--- src/rtl/ifetch_buf_pkg.sv ---
// Shared widths for the instruction-fetch buffer and its queue.
package ifetch_buf_pkg;
  localparam int ADDR_W    = 16;
  localparam int WORD_W    = 32;
  localparam int DEPTH_DEF = 4;
endpackage

--- src/rtl/ifq_fifo.sv ---
// First-word fall-through queue of {instruction, pc} entries with flush and occupancy.
module ifq_fifo import ifetch_buf_pkg::*; #(
  parameter int W     = WORD_W + ADDR_W,
  parameter int DEPTH = DEPTH_DEF
) (
  input  logic                     clk,
  input  logic                     i_rst_n,
  input  logic                     i_push,
  input  logic                     i_pop,
  input  logic                     i_flush,
  input  logic [W-1:0]             i_din,
  output logic [W-1:0]             o_dout,
  output logic                     o_valid,
  output logic [$clog2(DEPTH):0]   o_occ
);
  localparam int PW = $clog2(DEPTH);
  localparam logic [PW-1:0] PTR_ONE  = PW'(1);
  localparam logic [PW:0]   OCC_ONE  = (PW+1)'(1);
  localparam logic [PW:0]   OCC_FULL = (PW+1)'(DEPTH);

  logic [W-1:0]  r_mem [DEPTH];
  logic [PW-1:0] r_wr_ptr;
  logic [PW-1:0] r_rd_ptr;
  logic [PW:0]   r_occ;
  logic          w_push;
  logic          w_pop;

  assign w_push = i_push && (r_occ != OCC_FULL);
  assign w_pop  = i_pop && (r_occ != '0);

  always_ff @(posedge clk or negedge i_rst_n) begin
    if (!i_rst_n) begin
      r_wr_ptr <= '0;
      r_rd_ptr <= '0;
      r_occ    <= '0;
    end else if (i_flush) begin
      r_wr_ptr <= '0;
      r_rd_ptr <= '0;
      r_occ    <= '0;
    end else begin
      if (w_push) r_wr_ptr <= r_wr_ptr + PTR_ONE;
      if (w_pop)  r_rd_ptr <= r_rd_ptr + PTR_ONE;
      if (w_push && !w_pop)      r_occ <= r_occ + OCC_ONE;
      else if (!w_push && w_pop) r_occ <= r_occ - OCC_ONE;
    end
  end

  // Storage carries no reset; only the pointers define which entries are live.
  always_ff @(posedge clk) begin
    if (w_push && !i_flush) r_mem[r_wr_ptr] <= i_din;
  end

  assign o_dout  = r_mem[r_rd_ptr];
  assign o_valid = (r_occ != '0);
  assign o_occ   = r_occ;
endmodule

--- src/rtl/ifetch_buf.sv ---
// Instruction fetch front end: PC, one-deep inflight tracking with branch squash,
// credit-checked issue into a FWFT fetch queue.
module ifetch_buf import ifetch_buf_pkg::*; #(
  parameter int              ADDR     = ADDR_W,
  parameter int              WORD     = WORD_W,
  parameter int              DEPTH    = DEPTH_DEF,
  parameter logic [ADDR-1:0] RESET_PC = '0
) (
  input  logic                    clk,
  input  logic                    rst,
  input  logic                    v_i,
  input  logic                    stall_i,
  input  logic                    branch_i,
  input  logic [ADDR-1:0]         target_i,
  output logic [ADDR-1:0]         addr_o,
  output logic                    req_o,
  input  logic [WORD-1:0]         inst_i,
  output logic                    v_o,
  output logic [WORD-1:0]         inst_o,
  output logic [ADDR-1:0]         pc_o,
  output logic [$clog2(DEPTH):0]  occ_o
);
  logic [ADDR-1:0]        r_pc;
  logic [ADDR-1:0]        r_infl_pc;
  logic                   r_infl;
  logic [$clog2(DEPTH):0] w_occ;
  logic                   w_v;
  logic                   w_credit;
  logic                   w_issue;
  logic                   w_push;
  logic                   w_pop;
  logic [WORD+ADDR-1:0]   w_head;

  // A dequeue in this cycle is deliberately not counted as free space.
  assign w_credit = (int'(w_occ) + int'(r_infl)) < DEPTH;
  assign w_issue  = rst && v_i && !branch_i && w_credit;
  assign w_push   = r_infl && !branch_i;
  assign w_pop    = w_v && !stall_i && !branch_i;

  always_ff @(posedge clk or negedge rst) begin
    if (!rst) begin
      r_pc      <= RESET_PC;
      r_infl    <= 1'b0;
      r_infl_pc <= '0;
    end else begin
      if (branch_i)     r_pc <= target_i;
      else if (w_issue) r_pc <= r_pc + ADDR'(1);
      r_infl <= w_issue;
      if (w_issue) r_infl_pc <= r_pc;
    end
  end

  ifq_fifo #(
    .W     (WORD + ADDR),
    .DEPTH (DEPTH)
  ) u_ifq (
    .clk     (clk),
    .i_rst_n (rst),
    .i_push  (w_push),
    .i_pop   (w_pop),
    .i_flush (branch_i),
    .i_din   ({inst_i, r_infl_pc}),
    .o_dout  (w_head),
    .o_valid (w_v),
    .o_occ   (w_occ)
  );

  assign addr_o = r_pc;
  assign req_o  = w_issue;
  assign v_o    = w_v;
  assign inst_o = w_head[WORD+ADDR-1:ADDR];
  assign pc_o   = w_head[ADDR-1:0];
  assign occ_o  = w_occ;
endmodule

--- config.mk ---
export PLATFORM = sky130hd
export DESIGN_NAME = ifetch_buf
export DESIGN_NICKNAME = d
export VERILOG_FILES = /design/src/rtl/ifetch_buf_pkg.sv /design/src/rtl/ifq_fifo.sv /design/src/rtl/ifetch_buf.sv
export SDC_FILE = /design/constraint.sdc
export NUM_CORES = 1
export LEC_CHECK = 0
export CORE_MARGIN = 4
export CORE_UTILIZATION = 33
export DETAILED_ROUTE_END_ITERATION = 16
export PLACE_DENSITY_LB_ADDON = 0.12
export SETUP_SLACK_MARGIN = 0.3
export SYNTH_ARGS = -nofsm -noshare
export SYNTH_HDL_FRONTEND = slang
export SYNTH_SLANG_ARGS = --single-unit
--- constraint.sdc ---
create_clock -name clk -period 3.2 [get_ports clk]
set_input_delay 0.32 -clock clk [delete_from_list [all_inputs] [get_ports clk]]
set_output_delay 0.32 -clock clk [all_outputs]
set_load 0.01 [all_outputs]
==> key figures, run 1 <==
Finish
  – Fill cells: 2407
  – Final-stage net count: 698
  – Fin area: 11700 sq um
  – Fin cells: 999
  – Post-layout util: 43.3%
  – Ant diodes: 0
  – Share of cells above drive strength 1: 17.9%
  – Seq. cell area: 6770 sq um
  – Multi-input gate area: 2150 sq um
  – Layout area overhead: 28.7%

Global routing
  – GR Util All Layers: 12.6%
  – Global routing usage on met3: 3.00%
  – Met1 GRT Util: 17.2%
  – First-pass GRT wire length: 30300 um
  – Largest net degree at the start of global routing: 41
  – Most Crowded Layer GR: met2
  – Met2 Track Usage GR: 20.5%
  – Initial antenna violation count: 0
  – Global route overflow: 0
  – Number of global-route vias before repair: 5361

STA
  – Skew final: 0.0103 ns
  – RSZ-0062 raised after global routing: false
  – Slew Viols, Final: 0
  – Maximum clock rate: 371 MHz
  – Hold Violations, Final: 0
  – Crit path time final: 2.69 ns
  – Setup TNS Final: 0 ns
  – Max_slew headroom: 61.7%
  – Tcrit/Tclk final: 84.2%
  – Worst-Margin Slew: 0.575 ns
  – # setup viols final: 0

Clocking
  – CTS buffer count: 26
  – Root buf cell: clkbuf_16
  – Clock sink total: 232
  – CTS tree: yes
  – Clk slew on worst S/H paths: 0.06 ns
  – Worst-Skew Late Latency: 0.52 ns
  – Post-CTS sizing: 0
  – H-tree levels: 1
  – Max clock buf depth: 3

Synth
  – Main synth FF type: edfxtp_1
  – Cell variety after synth: 55
  – Post-synth ARST share: 17.2%
  – Syn avg cell area: 18.4 sq um
  – Register bit total from synthesis: 232
  – Mapped Nets: 554
  – Post-synthesis mux area share: 12.1%
  – Simple-gate area share of the yosys netlist: 6.38%
  – Cells after Synth: 495
  – Largest family of logic cells by synthesized area: multiplexers
  – Post-synth EDFFs: 192
  – Post-synthesis compound-gate area fraction: 3.58%
  – Post-synthesis xor/xnor area fraction: 0.579%
  – Post-Synth Adder-Cell Area: 0.909%
  – Synth warnings: 0
  – Seq/Total Area, Yosys: 74.5%
  – Post-Syn Area: 9080 sq um

Pwr
  – PwrDens: 659 nW/um^2
  – Leakage: 3.99 nW
  – Worst IR Drop VDD: 0.334 mV
  – Overall power: 7.71 mW

Critical path
  – Worst Setup End Kind: output pin
  – Crit-path slowest cell: mux4_2
  – Arr. time, crit path: 2.37 ns
  – Critical-path cell list: buf_4 -> mux4_2 -> clkdlybuf4s50_1
  – Delay-heaviest family, CP: buffers and inverters
  – Worst path bufs/invs: 2
  – Critical Path Start Type: flop
  – Max stage delay on crit path: 0.57 ns
  – Crit-path max FO: 11
  – Worst Setup Path Type: reg -> out
  – CP required: 2.88 ns

Floorplan
  – Core Box Area: 27000 sq um
  – Rows: 60
  – Initial core utilization: 33.6%
  – I/O Pins: 122
  – Die H: 174 um
  – Die span in x: 174 um
  – Die area: 30200 sq um

Drt
  – Post-route DRC violation count: 0
  – Starting DRT DRC Count: 232
  – Vias/cell: 4.96
  – Via count: 4952
  – DR WL/cell: 19.4 um
  – 1st-pass router iterations: 4
  – Final WL: 19400 um
  – Routed Antenna Nets: 0

Placed design
  – RD Place Congestion: 0.765
  – IO buf count: 121
  – Dpl hpwl: 12300 um
  – Inst Count DP: 948
  – DP Area: 10800 sq um

Job
  – Max_cap viols: 0

Worst hold path
  – HP Class: in -> reg

Run status
  – Status: completed
==> per-stage QoR <==
step,setup WS (ns),hold WS [ns]
4_1_cts,0.428,0.340
3_5_place_dp,0.557,0.507
5_1_grt,0.409,0.389
3_3_place_gp,0.562,0.493
2_1_floorplan,0.627,0.0244
6_report,0.506,0.363
==> worst reg2reg max path: cells and delay by family, from the launching register on <==
family	cells	cell delay, ns
simple gates	4	1.06
fa+ha+maj	1	0.46
compound gates	2	0.38
flops	1	0.47
==> sequential cells by signal, indices dropped and copies added, names as in the netlist <==
register / cells
u_ifq.r_mem: 192
addr_o: 16
r_infl_pc: 16
u_ifq.o_occ: 3
u_ifq.r_rd_ptr: 2
u_ifq.r_wr_ptr: 2
r_infl: 1
==> power by group <==
part | total (mW) | switching [mW] | internal, mW | leakage [nW]
Clock | 2.99 | 1.14 | 1.84 | 0.427
Combinational | 1.12 | 0.486 | 0.632 | 1.32
Sequential | 3.61 | 0.154 | 3.45 | 2.24
Total | 7.71 | 1.78 | 5.92 | 3.99
==> routing by layer <==
metal	wire length, um	up-vias	share of wire [%]
li1	-	2246	-
met1	8650	2529	45
met2	9290	149	48
met3	1130	28	5.8
met4	352	0	1.8
met5	0	-	0
==> placed cells by master, fill, tap and decap left out, types with 5 or more instances in the layout <==
| cell | synthesis | final |
|---|---|---|
| edfxtp_1 | 192 | 192 |
| clkdlybuf4s50_1 | 0 | 120 |
| nand2_1 | 49 | 49 |
| mux4_2 | 48 | 48 |
| dfrtp_1 | 40 | 38 |
| clkbuf_16 | 0 | 27 |
| inv_1 | 15 | 15 |
| buf_4 | 1 | 14 |
| nor2_1 | 13 | 13 |
| o21ai_0 | 12 | 12 |
| nand3_1 | 10 | 10 |
| a21oi_1 | 9 | 9 |
| clkinv_1 | 0 | 8 |
| nor3_1 | 6 | 6 |
| clkinv_2 | 0 | 6 |
| ha_1 | 5 | 5 |
| buf_12 | 0 | 5 |
==> final cells by class <==
class                           count  area share [%]
Timing Repair Buffer              141            12.2
Sequential cell                   232            57.9
Clock buffer                       28            5.81
Inverter                           15           0.482
Tap cell                          341            3.65
Multi-Input combinational cell    223            18.4
Clock inverter                     19            1.61
==> path summary, 6_finish.rpt <==
path / start / to / slack (ns) / cells past startpoint
worst max-delay path: u_ifq.r_rd_ptr[0] / pc_o[8] / 0.51 / 3
worst min-delay path: target_i[10] / addr_o[10] / 0.36 / 3
worst max register to register: u_ifq.o_occ[0] / u_ifq.o_occ[1] / 0.72 / 7
worst min register to register: r_infl_pc[8] / u_ifq.r_mem[1][8] / 0.52 / 0
max in group asynchronous: rst / u_ifq.r_rd_ptr[0] / 2.32 / 3
min in group asynchronous: rst / addr_o[13] / 0.47 / 3
==> kinds of logic (layout without fill, tap and decap cells) <==
family	Yosys count	count (layout)
mux	50	50
compound gates	48	48
fa+ha+maj	6	6
simple gates	113	113
buf+inv	40	203
xor+xnor	6	6
flops	232	232
==> cell usage after synthesis (2+ instances only) <==
| library cell | instances | area (sq um) |
|---|---|---|
| a211o_1 | 2 | 17.5 |
| a21o_1 | 2 | 15.0 |
| a21oi_1 | 9 | 45.0 |
| a22oi_1 | 3 | 22.5 |
| and2_1 | 6 | 37.5 |
| and3_1 | 3 | 18.8 |
| and4_1 | 2 | 17.5 |
| and4bb_2 | 2 | 25.0 |
| buf_1 | 2 | 7.51 |
| buf_2 | 11 | 55.1 |
| clkbuf_1 | 10 | 37.5 |
| dfrtp_1 | 40 | 1000 |
| edfxtp_1 | 192 | 5770 |
| ha_1 | 5 | 62.6 |
| inv_1 | 15 | 56.3 |
| mux4_2 | 48 | 1080 |
| nand2_1 | 49 | 184 |
| nand2b_1 | 3 | 18.8 |
| nand3_1 | 10 | 50.1 |
| nand4_1 | 4 | 25.0 |
| nor2_1 | 13 | 48.8 |
| nor2b_1 | 2 | 12.5 |
| nor3_1 | 6 | 30.0 |
| nor3b_1 | 2 | 15.0 |
| o211ai_1 | 4 | 30.0 |
| o21ai_0 | 12 | 60.1 |
| o21bai_1 | 2 | 15.0 |
| or2_0 | 3 | 18.8 |
| or4_1 | 3 | 22.5 |
| xnor2_1 | 4 | 35.0 |
| xor2_1 | 2 | 17.5 |
==> what timing repair did <==
action                                  in CTS  in global routing
endpoints found under the setup margin      33                  0
endpoints found under the hold margin       40                  0
hold buffers                                 1                  0
setup buffers                                3                  0
No activity file was read; power rests on OpenSTA's default activity.
==> run 2: changes to the inputs <==
clock period = 2.6 ns   (was 3.2 ns; I/O delays follow)
==> run 2 against run 1 <==
Sequential power is 23% higher. Die area stayed put. Combinational power is 29% higher. Clock power is 11% higher. Core utilization is 0.26 points lower. Clock skew is 0.0061 ns higher. Cell area is 0.61% lower. Final cell count is 1.0% higher. Hold slack worse by 0.050 ns. Count of clock-buffer cells in the layout is 5 higher. First-iteration DRC count is 25% higher. Critical endpoint is now pc_o[4]. Largest power group unchanged. Highest routed layer unchanged.
==> key figures, run 2 (synthesis results as in run 1) <==
Floorplan
  – Core Box Area: 27000 sq um
  – I/O Pins: 122
  – Die area: 30200 sq um
  – Initial core utilization: 33.6%
  – Die H: 174 um
  – Die span in x: 174 um
  – Rows: 60

Global routing
  – Largest net degree at the start of global routing: 49
  – Number of global-route vias before repair: 5349
  – Initial antenna violation count: 0
  – Global route overflow: 0
  – GR Util All Layers: 12.9%
  – First-pass GRT wire length: 31100 um

Critical path
  – Critical-path cell list: buf_12 -> buf_16 -> buf_8 -> mux4_2 -> buf_6
  – Critical Path Start Type: flop
  – Max stage delay on crit path: 0.53 ns
  – Crit-path max FO: 6
  – Worst Reg-to-Reg Cells: 7
  – CP required: 2.34 ns
  – Worst Setup Path Type: reg -> out
  – Arr. time, crit path: 2.04 ns
  – Crit-path slowest cell: dfrtp_4
  – Worst Setup End Kind: output pin

Drt
  – Starting DRT DRC Count: 289
  – Routed Antenna Nets: 0
  – Vias/cell: 4.91
  – Via count: 4954
  – Final WL: 19600 um
  – 1st-pass router iterations: 4
  – Post-route DRC violation count: 0
  – DR WL/cell: 19.4 um

Clocking
  – Root buf cell: clkbuf_16
  – H-tree levels: 1
  – Clk slew on worst S/H paths: 0.06 ns
  – CTS tree: yes
  – CTS buffer count: 25
  – Max clock buf depth: 3
  – Worst-Skew Late Latency: 0.51 ns
  – Clock sink total: 232

Worst hold path
  – HP Class: in -> reg
  – Hold depth: 3

STA
  – Crit path time final: 2.30 ns
  – Post-route setup slack: 0.297 ns
  – Tcrit/Tclk final: 88.6%
  – Slew Viols, Final: 0
  – Setup TNS Final: 0 ns
  – Max_slew headroom: 58.4%
  – # setup viols final: 0
  – RSZ-0062 raised after global routing: true
  – Worst-Margin Slew: 0.624 ns
  – Maximum clock rate: 434 MHz
  – Skew final: 0.0163 ns
  – Hold Violations, Final: 0

Finish
  – Final-stage net count: 709
  – Ant diodes: 0
  – Largest Register: u_ifq.r_mem
  – Fill cells: 2439
  – Share of cells above drive strength 1: 26.2%
  – Leading cell type in the layout, fill and taps excluded: edfxtp_1
  – Highest-count cells in the layout ignoring fill and taps: edfxtp_1 (192), clkdlybuf4s50_1 (71), nand2_1 (49)
  – Layout area overhead: 27.9%
  – Largest register FFs: 192

Pwr
  – PwrDens: 792 nW/um^2
  – Worst IR Drop VDD: 0.435 mV
  – Leakage: 4.05 nW

Placed design
  – IO buf count: 121
  – Dpl hpwl: 11900 um
  – RD Place Congestion: 0.801
  – Place WS: 0.234 ns

Job
  – Max_cap viols: 0

Run status
  – Status: completed
-- run 2: worst paths after layout --
check | start | endpoint | slack [ns]
setup / recovery | u_ifq.r_rd_ptr[0] | pc_o[4] | 0.30
hold / removal | target_i[0] | addr_o[0] | 0.31
setup reg to reg | u_ifq.o_occ[1] | u_ifq.o_occ[1] | 0.51
hold reg to reg | r_infl_pc[10] | u_ifq.r_mem[3][10] | 0.52
max in group asynchronous | rst | u_ifq.r_rd_ptr[0] | 1.81
min in group asynchronous | rst | addr_o[12] | 0.39
-- run 2: repair_timing --
| item | 4_1_cts | 5_1_grt |
|---|---|---|
| cloned | 3 | 0 |
| hold buffers | 1 | 0 |
| pin swaps | 1 | 0 |
| buffers inserted | 8 | 0 |
| gates resized for setup | 168 | 21 |
| setup endpoints to repair | 49 | 29 |
| endpoints found under the hold margin | 40 | 0 |
-- run 2: power by group --
group,total (mW),internal [mW],switching [mW]
Sequential,4.44,4.25,0.190
Clock,3.32,1.96,1.37
Combinational,1.45,0.810,0.636
-- run 2: through the flow --
| stage | util (%) | instance area (sq um) | total power, mW | cells | hold slack, ns |
|---|---|---|---|---|---|
| finish | 43.0 | 11600 | 9.21 | 1009 | 0.313 |
| global route | 43.0 | 11600 | 9.64 | 1009 | 0.340 |
| CTS | 43.3 | 11700 | 9.39 | 1009 | 0.292 |
| detailed placement | 40.2 | 10900 | 5.95 | 952 | 0.418 |
| global placement | 40.2 | 10900 | 5.93 | 952 | 0.419 |
| floorplan | - | 9090 | 5.18 | 495 | -0.0356 |
-- run 2: layout make-up --
cell class | instances | area [sq um] | area share [%]
inverters | 15 | 56.3 | 0.485
multi-input cells | 223 | 2150 | 18.5
flip-flops and latches | 232 | 6770 | 58.3
clock buffers | 33 | 687 | 5.91
well taps | 341 | 427 | 3.67
repair buffers | 153 | 1430 | 12.3
clock inverters | 12 | 92.6 | 0.797
-- run 2: routing by layer --
metal,GRT usage [%],routed length [um]
met1,18.1,9080
met2,20.8,9150
met3,2.81,1050
met4,2.87,275
met5,0,0
-- run 2: critical path: cells and delay by family (launching register included) --
family	cells	cell delay (ns)
buffers and inverters	4	0.57
flip-flops	1	0.53
multiplexers	1	0.42
==> run 3: changes to the inputs <==
PLACE_DENSITY_LB_ADDON = default   (was 0.12)
==> run 3 against run 2 <==
Cell area grew 2.0%. Count of clock-buffer cells in the layout grew 1. First-iteration DRC count shrank 1.0%. Critical path type unchanged. Sequential cell count is the same. Highest routed layer unchanged. Maximum frequency grew 1.1%. Hold slack gained 0.0068 ns. Critical endpoint is now inst_o[28]. Final cell count is the same. Wire length shrank 1.2%. Setup slack gained 0.026 ns. Non-clock buffer count shrank 3. Total power grew 4.8%.
==> key figures, run 3 (synthesis results as in run 1) <==
Finish
  – Share of cells above drive strength 1: 26.2%
  – Ant diodes: 0
  – Fin cells: 1009
  – Final-stage net count: 708
  – Largest Register: u_ifq.r_mem
  – Layout area overhead: 30.5%
  – Leading cell type in the layout, fill and taps excluded: edfxtp_1
  – Highest-count cells in the layout ignoring fill and taps: edfxtp_1 (192), clkdlybuf4s50_1 (71), nand2_1 (49)
  – Fin area: 11900 sq um
  – Largest register FFs: 192

Floorplan
  – Initial core utilization: 33.6%
  – Die H: 174 um
  – Die span in x: 174 um
  – I/O Pins: 122
  – Core Box Area: 27000 sq um
  – Die area: 30200 sq um
  – Rows: 60

STA
  – Worst-Margin Slew: 0.529 ns
  – Maximum clock rate: 439 MHz
  – RSZ-0062 raised after global routing: true
  – # setup viols final: 0
  – Hold Violations, Final: 0
  – Setup TNS Final: 0 ns
  – Crit path time final: 2.28 ns
  – Max_slew headroom: 64.7%
  – Tcrit/Tclk final: 87.6%
  – Skew final: 0.00714 ns
  – Slew Viols, Final: 0

Placed design
  – Dpl hpwl: 11300 um
  – Inst Count DP: 948
  – DP Area: 10800 sq um
  – RD Place Congestion: 0.828
  – IO buf count: 121

Critical path
  – Critical Path Start Type: flop
  – Worst Setup Path Type: reg -> out
  – CP required: 2.34 ns
  – Arr. time, crit path: 2.02 ns
  – Crit-path max FO: 8
  – Worst Setup End Kind: output pin

Drt
  – Starting DRT DRC Count: 286
  – Post-route DRC violation count: 0
  – Final WL: 19300 um
  – Vias/cell: 4.92
  – DR WL/cell: 19.1 um
  – Via count: 4962
  – Routed Antenna Nets: 0
  – 1st-pass router iterations: 4

Global routing
  – Initial antenna violation count: 0
  – Met2 Track Usage GR: 20.9%
  – Largest net degree at the start of global routing: 49
  – First-pass GRT wire length: 30100 um
  – Most Crowded Layer GR: met2
  – Global routing usage on met3: 3.15%
  – Met1 GRT Util: 16.9%
  – Number of global-route vias before repair: 5340
  – GR Util All Layers: 12.5%
  – Global route overflow: 0

Pwr
  – P_sw: 2.24 mW
  – Worst IR Drop VDD: 0.451 mV
  – Sw Ratio: 23.2%
  – Int Power: 7.41 mW
  – Leakage: 4.14 nW
  – PwrDens: 814 nW/um^2
  – Sequential share of power: 46.0%
  – Overall power: 9.65 mW
  – Clk pwr share: 37.9%
  – Comb power frac: 16.1%

Clocking
  – Clock sink total: 232
  – CTS tree: yes
  – Worst-Skew Late Latency: 0.51 ns
  – CTS buffer count: 27
  – Root buf cell: clkbuf_16
  – H-tree levels: 1
  – Clk slew on worst S/H paths: 0.05 ns
  – Max clock buf depth: 3

Run status
  – Status: completed

Worst hold path
  – HP Class: in -> reg

Job
  – Max_cap viols: 0
[run 3: cell count changes in the layout (fill, tap and decap cells not counted), moves of 4 or more]
cell	before	now
buf_4	17	12
clkbuf_2	6	11
buf_2	36	12
buf_6	4	22
dlygate4sd2_1	5	1
clkdlybuf4s15_1	0	6
[run 3: critical path, stage by stage, from the launching register on]
cell and delay (ns):
dfrtp_4 0.51, buf_6 0.15, buf_6 0.12, buf_16 0.14, mux4_2 0.45, buf_6 0.14
[run 3: stage by stage]
step / hold slack (ns) / util, % / setup WS, ns
global route: 0.332 / 43.9 / 0.252
detailed placement: 0.405 / 40.0 / 0.276
global placement: 0.409 / 40.0 / 0.371
floorplan: -0.0356 / - / 0.338
CTS: 0.301 / 43.8 / 0.241
finish: 0.320 / 43.9 / 0.323
[run 3: final timing paths]
| check | from | slack, ns | to | depth (start not counted) |
|---|---|---|---|---|
| setup / recovery | u_ifq.r_rd_ptr[0] | 0.32 | inst_o[28] | 5 |
| hold / removal | target_i[0] | 0.32 | addr_o[0] | 3 |
| setup reg to reg | u_ifq.o_occ[0] | 0.40 | u_ifq.o_occ[1] | 7 |
| hold reg to reg | r_infl_pc[13] | 0.52 | u_ifq.r_mem[3][13] | 0 |
| max in group asynchronous | rst | 1.81 | u_ifq.r_rd_ptr[0] | 3 |
| min in group asynchronous | rst | 0.37 | addr_o[12] | 3 |
[run 3: what timing repair did]
action | in CTS | in global routing
hold buffers | 1 | 0
resized for setup | 168 | 33
buffers inserted | 8 | 0
pin swaps | 1 | 0
hold endpoints to repair | 40 | 0
cloned | 4 | 0
endpoints found under the setup margin | 50 | 42
[run 3: routing by layer]
metal  up-vias  share of wire, %  wire, um
met1      2528                45      8650
met5         -                 0         0
met3        29               5.6      1090
met4         0               1.8       345
met2       143                48      9240
li1       2262                 -         -
[run 3: power groups by stage]
stage | registers [mW] | clock network (mW) | logic [mW]
global route | 4.47 | 3.93 | 1.69
floorplan | 4.44 | 0 | 0.744
CTS | 4.44 | 3.77 | 1.55
detailed placement | 4.53 | 0 | 1.40
finish | 4.44 | 3.66 | 1.55
global placement | 4.51 | 0 | 1.38
[run 3: cell type report]
cell class | count | area [sq um]
Clock buffer | 34 | 732
Fill cell | 2345 | 15200
Multi-Input combinational cell | 223 | 2160
Tap cell | 341 | 427
Clock inverter | 14 | 146
Sequential cell | 232 | 6770
Timing Repair Buffer | 150 | 1560
Inverter | 15 | 56.3
==> edit: new RTL, settings of run 2 <==
Reset style: synchronous (`i_rst_n` and `rst`), changed in 2 clocked blocks.
--- a/src/rtl/ifq_fifo.sv
+++ b/src/rtl/ifq_fifo.sv
@@ -30,3 +30,3 @@
 
-  always_ff @(posedge clk or negedge i_rst_n) begin
+  always_ff @(posedge clk) begin
     if (!i_rst_n) begin
--- a/src/rtl/ifetch_buf.sv
+++ b/src/rtl/ifetch_buf.sv
@@ -39,3 +39,3 @@
 
-  always_ff @(posedge clk or negedge rst) begin
+  always_ff @(posedge clk) begin
     if (!rst) begin
Behaviour: differs if rst is asserted again (counterexample within 4 cycles, from zero or initial values and one cycle with rst low); with rst held inactive, the same outputs for 4 cycles.
==> edit against run 2 <==
  * Highest routed layer unchanged
  * Wire length up 1.6%
  * Critical path type unchanged
  * Area after synthesis fell by 1.6%
  * Critical path depth up 1
  * Sequential cell count increased by 2
  * Setup slack gained 0.025 ns
  * Design area increased by 1.9%
  * Global-route usage increased by 0.14 points
Power is not compared: it rests on default switching activity, and its combinational part moved more than twofold at a synthesized area within 25%.
==> edit: results (changes against run 2) <==
----------------------------------------------------
[Detailed routing]
  Wire length on met1 ... 8.85 mm (was 9.08 mm)
  Met2 Wirelength ... 9.78 mm (was 9.15 mm)
  Average routed wire per standard cell ... 19.6 um (was 19.4 um)
  Total wire length after detailed routing ... 19.9 mm (was 19.6 mm)
  Via density ... 4.87 (was 4.91)

[Critical path]
  Reg-to-reg critical path endpoint ... u_ifq.o_occ[2]$_SDFFE_PP0P_ (was u_ifq.o_occ[1]$_DFFE_PN0P_)
  Launching point of the worst reg2reg path ... u_ifq.o_occ[0]$_SDFFE_PP0P_ (was u_ifq.o_occ[1]$_DFFE_PN0P_)

[Final layout]
  Number of clock buffers in the layout ... 28 (was 33)
  Multi-input gate area in the final layout ... 0.00223 mm^2 (was 0.00215 mm^2)
  Non-clock buffer area fraction after layout ... 14.8% (was 12.3%)
  Fill cell instance count of the final layout ... 2307 (was 2439)
  Count of multi-input gates ... 220 (was 223)
  Clock distribution area overhead in the final layout ... 6.53% (was 6.71%)

[GRT]
  Wire length of the first global-routing pass ... 31.1 mm (about the same)
  Met1 usage ... 18.0% (was 18.1%)
  GR Layer Usage met3 ... 2.64% (was 2.81%)
  GRT Total Usage ... 13.0% (was 12.9%)

[Place]
  Area of placed instances ... 0.0107 mm^2 (was 0.0109 mm^2)
  Total placed cells including tap cells ... 936 (was 952)

[Run status]
  Status ... finished clean (unchanged)

[STA]
  Worst-Margin Slew ... 0.452 ns (was 0.624 ns)
  Smallest setup slack after layout ... 0.322 ns (was 0.297 ns)
  Layout Skew ... 0.00994 ns (was 0.0163 ns)

[Worst hold path]
  Endpoint of the worst hold path ... addr_o[5]$_SDFFE_PN0P_ (was addr_o[0]$_DFFE_PN0P_)

[Yosys]
  Sequential fraction of the synthesis area ... 73.9% (was 74.5%)
  Share of flip-flops with an asynchronous set or reset after synthesis ... 0% (was 17.2%)
  Largest cells by area after synthesis ... sky130_fd_sc_hd__edfxtp_1 (64%), sky130_fd_sc_hd__mux4_2 (12%), sky130_fd_sc_hd__dfxtp_1 (9.4%) (was sky130_fd_sc_hd__edfxtp_1 (63%), sky130_fd_sc_hd__mux4_2 (12%), sky130_fd_sc_hd__dfrtp_1 (11%))
  Top cell types by occurrence after synthesis ... sky130_fd_sc_hd__edfxtp_1 (192), sky130_fd_sc_hd__mux4_2 (48), sky130_fd_sc_hd__dfxtp_1 (42), sky130_fd_sc_hd__nand2_1 (39), sky130_fd_sc_hd__o21ai_0 (15) (was sky130_fd_sc_hd__edfxtp_1 (192), sky130_fd_sc_hd__nand2_1 (49), sky130_fd_sc_hd__mux4_2 (48), sky130_fd_sc_hd__dfrtp_1 (40), sky130_fd_sc_hd__inv_1 (15))
  Count of cell types in the netlist ... 50 (was 55)
  Synthesized netlist net count ... 546 (was 554)

[Clock network]
  Number of sinks handled by clock tree synthesis ... 234 (was 232)
  Total of hold buffers inserted after clock tree synthesis ... 0 (was 1)
  Post-CTS setup-driven buffer insertion count ... 13 (was 8)

----------------------------------------------------
==> edit: cell types whose count changed after synthesis, sizes merged, moves of 6 or more <==
cell / delta
dfrtp: -40
xor2: +8
nand2: -11
a21boi: +15
buf: -6
dfxtp: +42
==> edit: power by group through the flow <==
stage               Sequential, uW  Combinational, uW  Clock (uW)
floorplan                     4200                115           0
global placement              4210                323           0
detailed placement            4210                331           0
CTS                           4130                331        3470
global route                  4130                365        3640
finish                        4130                335        3370
==> edit: worst min-delay path, delay by kind of cell <==
kind,cells,cell delay (ns)
compound gates,2,0.19
buf+inv,1,0.39
==> edit: logic make-up after synthesis <==
kind of cell             synth area share, %
adder cells (fa/ha/maj)                 1.06
flip-flops                              73.9
multiplexers                            12.8
AND/OR/NAND/NOR                         5.84
XOR/XNOR                                1.08
AO/OA/AOI/OAI                           3.92
buffers and inverters                   1.46
